--- src/rtl/down_counter.sv ---
// down_counter: loadable down counter with IDLE/RUN/PAUSE/DONE control FSM
// Ports: clk, rst_n (sync, active-low), load/load_val (load count and reload value),
//        start (start/resume), pause (freeze while running),
//        cnt (registered count), busy (RUN or PAUSE), done (one-cycle terminal pulse).
// Build option: DOWN_COUNTER_AUTO_RELOAD_EN restarts from the reload value after DONE.
module down_counter #(
    parameter int WIDTH = 7
) (
    input  logic             clk,
    input  logic             rst_n,
    input  logic             load,
    input  logic [WIDTH-1:0] load_val,
    input  logic             start,
    input  logic             pause,
    output logic [WIDTH-1:0] cnt,
    output logic             busy,
    output logic             done
);
    typedef enum logic [1:0] {IDLE, RUN, PAUSE, DONE} state_e;
    state_e           state_q, state_d;
    logic [WIDTH-1:0] cnt_q, cnt_d;
    logic [WIDTH-1:0] reload_q, reload_d;
    logic             busy_q, done_q;
    always_comb begin
        state_d  = state_q;
        cnt_d    = cnt_q;
        reload_d = reload_q;
        if (load) begin
            cnt_d    = load_val;
            reload_d = load_val;
            state_d  = IDLE;
        end else begin
            case (state_q)
                IDLE:    if (start) state_d = (cnt_q != '0) ? RUN : DONE;
                RUN: begin
                    if (pause) state_d = PAUSE;
                    else begin
                        // saturate at zero; the 1->0 edge also lands in DONE
                        cnt_d = (cnt_q != '0) ? cnt_q - WIDTH'(1) : cnt_q;
                        if (cnt_q <= WIDTH'(1)) state_d = DONE;
                    end
                end
                PAUSE:   if (start) state_d = RUN;
                DONE: begin
`ifdef DOWN_COUNTER_AUTO_RELOAD_EN
                    state_d = (reload_q != '0) ? RUN : IDLE;
                    cnt_d   = reload_q;
`else
                    state_d = IDLE;
                    cnt_d   = '0;
`endif
                end
                default: state_d = IDLE;
            endcase
        end
    end
    // busy/done are registered from the next state so they align with state_q
    always_ff @(posedge clk) begin
        if (!rst_n) begin
            state_q  <= IDLE;
            cnt_q    <= '0;
            reload_q <= '0;
            busy_q   <= 1'b0;
            done_q   <= 1'b0;
        end else begin
            state_q  <= state_d;
            cnt_q    <= cnt_d;
            reload_q <= reload_d;
            busy_q   <= (state_d == RUN) || (state_d == PAUSE);
            done_q   <= (state_d == DONE);
        end
    end
    assign cnt  = cnt_q;
    assign busy = busy_q;
    assign done = done_q;
endmodule

--- config.mk ---
export PLATFORM = sky130hd
export DESIGN_NAME = down_counter
export DESIGN_NICKNAME = d
export VERILOG_FILES = /design/src/rtl/down_counter.sv
export SDC_FILE = /design/constraint.sdc
export NUM_CORES = 1
export LEC_CHECK = 0
export CORE_MARGIN = 2
export CORE_UTILIZATION = 44
export CTS_CLUSTER_DIAMETER = 60
export DETAILED_ROUTE_END_ITERATION = 16
export MAX_ROUTING_LAYER = met4
export PLACE_DENSITY = 0.79
export SLEW_MARGIN = 20
export SYNTH_ARGS = -nofsm -noshare
export SYNTH_HDL_FRONTEND = slang
export SYNTH_SLANG_ARGS = --single-unit
--- constraint.sdc ---
create_clock -name clk -period 1.9 [get_ports clk]
set_input_delay 0.38 -clock clk [delete_from_list [all_inputs] [get_ports clk]]
set_output_delay 0.38 -clock clk [all_outputs]
set_load 0.02 [all_outputs]
==> impl_metrics.tcl, run 1 <==
set metrics [dict create \
    rsz0062_at_grt "false" \
    setup_violations 0 \
    clock_latency_ns 0.28 \
    clockBufferDepth 2 \
    core_sq_um 1350 \
    drv_slew 0 \
    finalNonFillerCells 122 \
    hp-class "flop to flop" \
    root_buffer "clkbuf_4" \
    clk_pin_slew_worst_paths_ns 0.07 \
    worstPathMaxFanout 6 \
    syn-cell-area_sq_um 661 \
    overflow 0 \
    synthTopCellsByArea "dfxtp_1 (33%), ha_1 (5.7%), a21oi_1 (3.8%)" \
    core.rowCount 13 \
    hpwl_microns 1430 \
    cp-end-kind "flop" \
    required_ns 2.07 \
    max_slew_margin 0.729 \
    grt_max_degree 10 \
    nNetsFinal 123 \
    crit_type "flop to flop" \
    placedCellCount 118 \
    rr_worst_depth 6 \
    cts_buffers 3 \
    maxCapViolCount 0 \
    dieWidth_microns 42.8 \
    peakVddDrop_mv 0.555 \
    hold_viol 0 \
    final_antenna_net_count 0 \
    fmax_mhz 549 \
    final_common_cell "clkdlybuf4s50_1" \
    grt_pass1_vias 682 \
    initial_core_util 0.489 \
    final_cell_mix "clkdlybuf4s50_1 (20), dfxtp_1 (11), buf_4 (11), nor2_1 (6), a21oi_1 (5)" \
    drt_iter0_markers 10 \
    ys_types 32 \
    async_reset_ff_frac 0 \
    synth_edf_count 0 \
    grt_pass1_wl_microns 2930 \
    viasPerCell 5.77 \
    fp.dieH_microns 42.8 \
    track_usage 0.222 \
    port_buffers 20 \
    die_area_sq_um 1830 \
    yosys.area.top_type "dfxtp_1" \
    cts.hold.buffers_added 0 \
    clock_sinks 11 \
    first_pass_iters 4 \
    antennaDiodeCount 0 \
    min_path_cells 2 \
    p_leak_nw 0.396 \
    synth-seq-area-share 0.333 \
    pin_count 21 \
    drive_gt1_frac 0.187 \
    synthToLayoutAreaGrowth_pct 49.2 \
    synth.net_count 90 \
    cts_tree "built" \
    drc_errors 0 \
    netlist_instances 75 \
    synth_ff_type "dfxtp_1" \
    power_density_nw_per_um2 669 \
    clock_skew_ns 0.00769 \
    ctsHtreeMaxLevel 1 \
    yosys.area.top_type_share 0.333 \
    cp-start-kind "flop" \
    totalWireLength_microns 1920 \
    finalPower_w 0.000659 \
    dr_total_vias 704 \
    status "finished, final reports clean" \
    post_drt_wl_per_cell_microns 15.7 \
    avgSynthCellArea_sq_um 8.81 \
    yosys_warnings 0 \
    min_period_ns 1.82 \
    antenna_found_initial 0 \
    routabilityCongestion 0.844 \
    critPathArrivalTime_ns 1.99 \
    worstMarginPinSlew_ns 0.404 \
    hold_slack_ns 0.582 \
    period_share 0.959 \
    synth_seq_cells 11 \
]
## flip-flops by register name, indices dropped and copies added (netlist names)
signal	flops
cnt	7
state_q	2
done	1
busy	1
## per-layer routing
layer  track usage  share of wire  wire (microns)  up-vias
met4        0.0750              0               0        0
li1              -              -               -      349
met1         0.285           0.46             881      328
met3        0.0809          0.057             110        0
met2         0.318           0.48             928       27
met5             -              0               0        -
## repair_timing
action / 4_1_cts / 5_1_grt
hold endpoints to repair: 0 / 0
setup buffers: 0 / 0
resized for setup: 0 / 2
endpoints found under the setup margin: 0 / 1
## metrics by stage
| stage | util | instance area [sq um] | TNS, ns | setup WS (ns) |
|---|---|---|---|---|
| 3_5_place_dp | 0.703 | 950 | -0.254 | -0.213 |
| 4_1_cts | 0.723 | 976 | 0 | 0.0723 |
| 3_3_place_gp | 0.703 | 950 | -0.119 | -0.119 |
| 2_1_floorplan | - | 661 | 0 | 0.0570 |
| 6_report | 0.730 | 986 | 0 | 0.0782 |
| 5_1_grt | 0.730 | 986 | 0 | 0.0231 |
## path summary, 6_finish.rpt
check	startpoint	endpoint	slack [ns]
setup reg to reg	cnt[4]	busy	0.08
hold reg to reg	cnt[6]	cnt[6]	0.58
hold / removal	cnt[6]	cnt[6]	0.58
setup / recovery	cnt[4]	busy	0.08
## report_power, final
group	switching, W	internal (W)	total [W]
sequential	0.0000224	0.000247	0.000269
combinational	0.000105	0.000121	0.000226
clock	0.0000826	0.0000815	0.000164
total	0.000210	0.000450	0.000659
## Yosys cell counts (2+ instances only)
cell type and count:
dfxtp_1 11, nor2_1 6, a21oi_1 5, inv_1 4, nor3_1 4, and2_1 3, ha_1 3, nand2_1 3
nand3_1 3, o21ai_0 3, o31ai_1 3, a21o_1 2, a32oi_1 2, clkbuf_1 2, nand4_1 2, nand4b_1 2
o211ai_1 2
## cell type report
type	count	area, sq um
clock buffers	4	26.3
fillers	104	364
inverters	4	15.0
multi-input cells	57	423
flip-flops and latches	11	220
well taps	15	18.8
repair buffers	31	283
## worst max-delay path, cell delays in order (launching register included)
cell,delay (ns)
dfxtp_1,0.38
nor4_4,0.30
a221oi_2,0.09
a211o_1,0.32
nor3b_2,0.21
ha_1,0.25
and2_1,0.16
## cells by family after synthesis
logic type                 Yosys count  share of synthesized area
and+or+nand+nor                     29                      0.284
AOI/OAI and AO/OA                   24                      0.269
DFF                                 11                      0.333
buffers and inverters                7                     0.0417
adders and majority gates            3                     0.0568
muxes                                1                     0.0152
No activity file was read; power rests on OpenSTA's default activity.
==> run 2: changes to the inputs <==
- PLACE_DENSITY: 0.79 -> default
- PLACE_DENSITY_LB_ADDON: default -> 0.25
==> run 2 against run 1 <==
Compared with the run above: clock power about the same; highest routed layer is now met4; hold slack lost 0.016 ns; first-iteration DRC count grew to 3.2 times the previous value; final cell count decreased by 0.82%; via count up 2.8%; utilization is 1.3 points lower; fmax is 0.12% lower; critical path type is now flop to output pin; global-route usage is 1.2 points lower; worst setup slack got worse by 0.0022 ns.
==> impl_metrics.tcl, run 2 (same netlist as run 1, synthesis figures left out) <==
set metrics [dict create \
    first_pass_iters 4 \
    dieWidth_microns 42.8 \
    clk_pin_slew_worst_paths_ns 0.07 \
    status "finished, final reports clean" \
    post_cts_resized 0 \
    totalWireLength_microns 1650 \
    track_usage 0.210 \
    clockBufferDepth 2 \
    cp-end-kind "output pin" \
    hold_slack_ns 0.567 \
    clock_latency_ns 0.27 \
    ctsHtreeMaxLevel 1 \
    power.switching_w 0.000199 \
    seqPwrFrac 0.418 \
    overflow 0 \
    core.rowCount 13 \
    hold_viol 0 \
    max_slew_margin 0.779 \
    fillers 105 \
    cp-start-kind "flop" \
    r2r_slack_ns 0.13 \
    p_leak_nw 0.388 \
    cp_slowest_cell "clkdlybuf4s50_1" \
    largest_register_ffs 7 \
    rsz0062_at_grt "false" \
    min_path_cells 2 \
    setup_violations 0 \
    final_antenna_net_count 0 \
    cpPeakStageDelay_ns 0.61 \
    period_share 0.960 \
    final_cell_mix "clkdlybuf4s50_1 (20), dfxtp_1 (11), buf_4 (10), nor2_1 (6), a21oi_1 (5)" \
    clock_sinks 11 \
    grt_pass1_vias 625 \
    grt_pass1_wl_microns 2800 \
    fin_setup_tns_ns 0 \
    antenna_found_initial 0 \
    drive_gt1_frac 0.160 \
    post-cts-setup-buffers 0 \
    grt_max_degree 10 \
    dr_total_vias 724 \
    peakVddDrop_mv 0.401 \
    fp.dieH_microns 42.8 \
    crit_start "cnt[2]" \
    maxCapViolCount 0 \
    port_buffers 20 \
    initial_core_util 0.489 \
    hp-class "flop to flop" \
    hpwl_microns 1250 \
    crit_family "buffers and inverters" \
    power_frac_comb 0.325 \
    final_common_cell "clkdlybuf4s50_1" \
    switching_share 0.310 \
    required_ns 1.52 \
    synthToLayoutAreaGrowth_pct 46.6 \
    cp_num_buf_inv 2 \
    drv_slew 0 \
    root_buffer "clkbuf_4" \
    worstPathMaxFanout 7 \
    die_area_sq_um 1830 \
    path_cells "buf_4 -> clkdlybuf4s50_1" \
    core_sq_um 1350 \
    cts.hold.buffers_added 0 \
    holdPathEnd "cnt[6]" \
    cts_tree "built" \
    viasPerCell 5.98 \
    nNetsFinal 122 \
    antennaDiodeCount 0 \
    clock_skew_ns 0.00235 \
    r2r_end "busy" \
    fmax_mhz 548 \
    clkPwrFrac 0.257 \
    crit_type "flop to output pin" \
    post_drt_wl_per_cell_microns 13.6 \
    routabilityCongestion 0.853 \
    p_int_w 0.000442 \
    min_period_ns 1.82 \
    power_density_nw_per_um2 663 \
    cts_buffers 3 \
    pin_count 21 \
    holdCritStartpoint "cnt[6]" \
    critPathArrivalTime_ns 1.44 \
    worstMarginPinSlew_ns 0.331 \
    drc_errors 0 \
    timing.rr.start "cnt[2]" \
    drt_iter0_markers 32 \
    rr_worst_depth 6 \
]
-- run 2: cell types whose count changed in the layout (fill, tap and decap cells not counted) --
cell	before	now
buf_4	11	10
nor3b_1	0	1
a211oi_2	1	0
nor3b_2	1	0
a211oi_1	0	1
-- run 2: stage by stage --
stage	utilization	instance area (sq um)	power [W]	std cells	setup WS (ns)
6_report	0.717	968	0.000642	121	0.0760
2_1_floorplan	-	661	0.000385	75	0.0570
4_1_cts	0.717	968	0.000648	121	0.0720
3_3_place_gp	0.698	942	0.000478	117	-0.122
3_5_place_dp	0.698	942	0.000481	117	-0.140
5_1_grt	0.717	968	0.000677	121	0.0257
-- run 2: how the worst max path moves through the flow --
stage                         to  depth (start not counted)  slack [ns]
after floorplan             busy                          6        0.06
after global placement      busy                          7       -0.12
after detailed placement    busy                          7       -0.14
after CTS                 cnt[2]                          2        0.07
after global routing      cnt[2]                          2        0.03
final                     cnt[2]                          2        0.08
-- run 2: power groups by stage --
stage | logic (W) | clock network [W] | registers [W]
after CTS | 0.000209 | 0.000171 | 0.000268
after global routing | 0.000228 | 0.000178 | 0.000271
final | 0.000209 | 0.000165 | 0.000268
after detailed placement | 0.000208 | 0 | 0.000273
after global placement | 0.000206 | 0 | 0.000272
after floorplan | 0.0000967 | 0 | 0.000288
-- run 2: layer usage --
metal | wire (microns) | share of wire | vias up | GRT usage
li1 | - | - | 353 | -
met5 | 0 | 0 | - | -
met2 | 778 | 0.47 | 37 | 0.297
met4 | 34 | 0.021 | 0 | 0.113
met3 | 136 | 0.082 | 4 | 0.0383
met1 | 702 | 0.43 | 330 | 0.279
-- run 2: cell type report --
class | instances | area (sq um) | share of cell area
clock buffers | 4 | 26.3 | 0.0271
repair buffers | 30 | 275 | 0.284
multi-input cells | 57 | 413 | 0.426
flip-flops and latches | 11 | 220 | 0.227
well taps | 15 | 18.8 | 0.0194
inverters | 4 | 15.0 | 0.0155
-- run 2: tightest hold or removal path: cells and delay by family, from the launching register on --
| family | cells | cell delay [ns] |
|---|---|---|
| and+or+nand+nor | 1 | 0.08 |
| DFF | 1 | 0.35 |
| AOI/OAI and AO/OA | 1 | 0.09 |
